<file path="config.mk">
export PLATFORM = sky130hd
export DESIGN_NAME = mux_arbiter8
export DESIGN_NICKNAME = d
export VERILOG_FILES = /design/src/rtl/mux_arbiter8.sv
export SDC_FILE = /design/constraint.sdc
export NUM_CORES = 1
export LEC_CHECK = 0
export CORE_ASPECT_RATIO = 0.8
export CORE_UTILIZATION = 39
export DETAILED_ROUTE_END_ITERATION = 10
export MAX_ROUTING_LAYER = met4
export PLACE_DENSITY_LB_ADDON = 0.05
export RECOVER_POWER = 25
export SETUP_SLACK_MARGIN = 0.3
export SYNTH_ARGS = -nofsm -noshare
export SYNTH_HDL_FRONTEND = slang
export SYNTH_SLANG_ARGS = --single-unit
</file>
<file path="constraint.sdc">
create_clock -name clk -period 3.81 [get_ports clk]
set_input_delay 0.762 -clock clk [delete_from_list [all_inputs] [get_ports clk]]
set_output_delay 0.762 -clock clk [all_outputs]
set_load 0.02 [all_outputs]
</file>
<file path="src/rtl/mux_arbiter8.sv">
// mux_arbiter8 - eight-way round-robin arbiter with an 8:1 data mux.
//
// A granted requester keeps the grant until one of three things happens.
// It may complete MAX_BURST transfers, it may drop its request, or reset
// may be asserted. Other requesters cannot take the grant away. When the
// grant is released, priority rotates to the index after the released
// requester.
//
// Ports
//   clk        single clock, rising edge
//   rst_n      synchronous active-low reset
//   req[7:0]   request vector, bit i = requester i has a word
//   d0..d7     data word of each requester
//   out_ready  consumer accepts out_data this cycle
//   out_valid  out_data is valid (granted requester still requesting)
//   out_data   data word of the requester selected by sel
//   sel[2:0]   registered index of the granted requester
//   gnt[7:0]   registered one-hot grant, zero when nothing is granted
//   ack[7:0]   one-hot transfer acknowledge, asserted in the transfer cycle
//   busy       high while a grant is held
//
// state | meaning
// ------+------------------------------------------------------------
// IDLE  | no grant; arbitrate req starting at ptr, grant on next edge
// GRANT | requester sel owns the output; count transfers up to MAX_BURST

module mux_arbiter8 #(
    parameter int MAX_BURST = 4
) (
    input  logic       clk,
    input  logic       rst_n,
    input  logic [7:0] req,
    input  logic [7:0] d0,
    input  logic [7:0] d1,
    input  logic [7:0] d2,
    input  logic [7:0] d3,
    input  logic [7:0] d4,
    input  logic [7:0] d5,
    input  logic [7:0] d6,
    input  logic [7:0] d7,
    input  logic       out_ready,
    output logic       out_valid,
    output logic [7:0] out_data,
    output logic [2:0] sel,
    output logic [7:0] gnt,
    output logic [7:0] ack,
    output logic       busy
);

    typedef enum logic {
        IDLE  = 1'b0,
        GRANT = 1'b1
    } state_t;

    localparam logic [3:0] BURST_LAST = 4'(MAX_BURST);

    state_t     state;
    logic [2:0] ptr;
    logic [3:0] burst_cnt;
    logic [3:0] burst_next;
    logic [2:0] pick;
    logic [2:0] idx;
    logic       found;
    logic       xfer;

    // Rotating priority search. The index arithmetic is 3 bits wide, so
    // the search wraps from 7 back to 0 without any extra logic.
    always_comb begin
        found = 1'b0;
        pick  = ptr;
        idx   = ptr;
        for (int i = 0; i < 8; i++) begin
            idx = ptr + 3'(i);
            if (!found && req[idx]) begin
                found = 1'b1;
                pick  = idx;
            end
        end
    end

    assign out_valid  = (state == GRANT) && req[sel];
    assign xfer       = out_valid && out_ready;
    // gnt is zero outside GRANT, so ack is always a subset of gnt.
    assign ack        = xfer ? gnt : 8'h00;
    assign burst_next = burst_cnt + 4'd1;

    always_comb begin
        out_data = d0;
        case (sel)
            3'd0: out_data = d0;
            3'd1: out_data = d1;
            3'd2: out_data = d2;
            3'd3: out_data = d3;
            3'd4: out_data = d4;
            3'd5: out_data = d5;
            3'd6: out_data = d6;
            3'd7: out_data = d7;
        endcase
    end

    always_ff @(posedge clk) begin
        if (!rst_n) begin
            state     <= IDLE;
            ptr       <= 3'd0;
            sel       <= 3'd0;
            gnt       <= 8'h00;
            burst_cnt <= 4'd0;
            busy      <= 1'b0;
        end else if (state == IDLE) begin
            if (found) begin
                state     <= GRANT;
                busy      <= 1'b1;
                sel       <= pick;
                gnt       <= 8'h01 << pick;
                burst_cnt <= 4'd0;
            end
        end else begin
            if (xfer && (burst_next != BURST_LAST)) begin
                burst_cnt <= burst_next;
            end else if (xfer || !req[sel]) begin
                // This is the last word of the burst, or the requester has
                // gone away. Release the grant and rotate priority past it.
                state     <= IDLE;
                busy      <= 1'b0;
                gnt       <= 8'h00;
                ptr       <= sel + 3'd1;
                burst_cnt <= 4'd0;
            end
        end
    end

endmodule
</file>
==> results.sh <==
export IMPL_crit_slowest_cell="or4_4"
export IMPL_nFillCells=469
export IMPL_start_util=0.418
export IMPL_netSwitchingPower_w=0.00114
export IMPL_cts_tree="yes"
export IMPL_synth_top_area_frac=0.170
export IMPL_vias=2753
export IMPL_drive_above_1_share=0.187
export IMPL_slew_viol_final=0
export IMPL_clkTransAtPathRegs_ns=0.07
export IMPL_powerDensity_nw_per_um2=672
export IMPL_synthArstFlopShare=0
export IMPL_pwr_share_comb=0.782
export IMPL_yosysTopAreaCell="dfxtp_1"
export IMPL_status="finished clean"
export IMPL_p_sw_frac=0.451
export IMPL_yosys_warnings=0
export IMPL_syn_nets=363
export IMPL_crit_chain="inv_2, ha_1, buf_4, mux4_2, mux2_4, or4_4, a21boi_1, o21ai_1, a41oi_2, and2_1, a22o_1"
export IMPL_power_leakage_nw=1.61
export IMPL_maxCapViolations=0
export IMPL_dr_pass1_iters=7
export IMPL_holdCritPathClass="register to register"
export IMPL_antenna_found_initial=0
export IMPL_p_total_w=0.00253
export IMPL_crit_buf_inv=2
export IMPL_max_freq_mhz=296
export IMPL_syn_area_per_cell_sq_um=8.45
export IMPL_synthCells=278
export IMPL_seq_area_frac_synth=0.170
export IMPL_h_tree_depth=1
export IMPL_worst_setup_path_type="register to register"
export IMPL_synth_most_common_cell="nor2_1"
export IMPL_first_global_vias=2594
export IMPL_synth_area_leaders="dfxtp_1 (17%), mux4_2 (12%), and2_1 (5.3%)"
export IMPL_drt_total_wl_um=8220
export IMPL_grt_max_degree=17
export IMPL_portBuffers=103
export IMPL_finalCritPeriodShare=0.886
export IMPL_ios=104
export IMPL_cp_end_kind="register"
export IMPL_period_minus_slack_ns=3.37
export IMPL_synth_edff_count=0
export IMPL_pwr_share_seq=0.135
export IMPL_areaGrowthSynthToFinish_pct=60.5
export IMPL_max_slew_margin=0.580
export IMPL_worstPathMaxFanout=9
export IMPL_synth_distinct_cells=52
export IMPL_routedWlPerCell_um=17.2
export IMPL_cts_buffers=3
export IMPL_gp_congestion=0.894
export IMPL_ys_flop_type="dfxtp_1"
export IMPL_slowest_delay_ns=0.53
export IMPL_pwr_share_clk=0.083
export IMPL_via_per_inst=5.75
export IMPL_dieArea_sq_um=6340
export IMPL_multi_input_area_sq_um=1850
export IMPL_skew_ns=0.00434
export IMPL_diodes=0
export IMPL_final_antenna_net_count=0
export IMPL_ys_top_cells_by_count="nor2_1 (26), nand2_1 (22), and2_1 (20), dfxtp_1 (20), a31oi_1 (15)"
export IMPL_cts_sinks=20
export IMPL_startpoint_type="register"
export IMPL_drtIter0Drc=207
export IMPL_regArea_sq_um=404
export IMPL_worstMarginPinSlew_ns=0.630
export IMPL_worstPathRequired_ns=3.96
export IMPL_cts_path_max_buffers=2
export IMPL_die_h_um=71.4
export IMPL_num_rows=24
export IMPL_vdd_drop_max_v=0.000445
export IMPL_rsz0062_at_grt="false"
export IMPL_grt_use_total=0.260
export IMPL_clock_latency_ns=0.26
export IMPL_hold_viol=0
export IMPL_final_util=0.671
export IMPL_chipWidth_um=88.8
export IMPL_place_hpwl_um=6230
export IMPL_hold_slack_ns=0.447
export IMPL_arrival_ns=3.53
export IMPL_grt_remaining_overflow=0
export IMPL_final_nets=487
export IMPL_syn_cell_area_sq_um=2350
export IMPL_setup_violations=0
export IMPL_grt_pass1_wl_um=12500
export IMPL_drc_errors=0
export IMPL_cp_top_family="simple AND/OR/NAND/NOR gates"
export IMPL_synth_seq_cells=20
export IMPL_intPower_w=0.00139
export IMPL_coreArea_sq_um=5620
export IMPL_clockRootBuffer="clkbuf_8"
worst paths after layout:
path | from | endpoint | slack (ns) | depth (start not counted)
worst max-delay path | ptr[0] | gnt[1] | 0.44 | 11
worst min-delay path | busy | busy | 0.45 | 2
worst max register to register | ptr[0] | gnt[1] | 0.44 | 11
worst min register to register | busy | busy | 0.45 | 2
flip-flops by register name (all words and copies together) (netlist names):
| signal | cells |
|---|---|
| burst_cnt | 4 |
| busy | 1 |
| gnt | 8 |
| ptr | 3 |
| sel | 3 |
| state | 1 |
cell usage in the layout (no fill, tap or decap), types with 8 or more instances in the layout:
cell type,netlist,final
a222oi_1,8,8
nand2_1,22,22
mux2i_1,8,8
ha_1,10,10
dfxtp_1,20,17
inv_1,9,9
dlygate4sd2_1,0,11
nor2_1,26,25
buf_4,0,31
and2_1,20,19
a22o_1,10,10
a31oi_1,15,15
clkdlybuf4s50_1,0,75
a22oi_1,14,14
dlygate4sd3_1,0,11
mux4_2,12,13
routing by layer:
layer | vias to the layer above | share of wire | track usage
li1 | 1312 | - | -
met1 | 1301 | 0.43 | 0.351
met2 | 132 | 0.46 | 0.415
met3 | 8 | 0.097 | 0.0403
met4 | 0 | 0.0089 | 0.0502
met5 | - | 0 | -
power by group through the flow:
| stage | clock (W) | sequential [W] | combinational (W) |
|---|---|---|---|
| after detailed placement | 0 | 0.000344 | 0.00181 |
| after floorplan | 0 | 0.000346 | 0.00115 |
| after global routing | 0.000222 | 0.000351 | 0.00213 |
| after CTS | 0.000214 | 0.000343 | 0.00188 |
| final | 0.000210 | 0.000342 | 0.00198 |
| after global placement | 0 | 0.000340 | 0.00180 |
stage by stage:
step / setup TNS, ns / cell area (sq um) / std cells / setup slack, ns
3_5_place_dp: -0.180 / 3580 / 466 / -0.0318
4_1_cts: 0 / 3670 / 472 / 0.303
6_report: 0 / 3770 / 479 / 0.436
5_1_grt: 0 / 3770 / 479 / 0.315
2_1_floorplan: 0 / 2350 / 278 / 0.375
3_3_place_gp: 0 / 3580 / 466 / 0.0237
worst min-delay path: stages, from the launching register on:
cell     delay (ns)
dfxtp_1        0.31
nand2_1        0.05
nand2_1        0.04
kinds of logic after synthesis:
group           share of synthesized area
mux                                 0.207
simple gates                        0.217
flops                               0.170
buf+inv                            0.0543
fa+ha+maj                          0.0533
xor+xnor                           0.0261
compound gates                      0.272
layout make-up:
class,count,share of cell area
Tap cell,78,0.0259
Timing Repair Buffer,138,0.347
Multi-Input combinational cell,229,0.491
Clock inverter,1,0.00797
Inverter,10,0.00996
Sequential cell,20,0.107
Clock buffer,3,0.0110
repair_timing:
item                                    CTS  global route
hold buffers                              0             0
cloned                                    0             0
resized for setup                        17            17
endpoints found under the setup margin   14            25
setup buffers                             2             7
pin swaps                                 2             4
(Power assumes the default switching activity.)
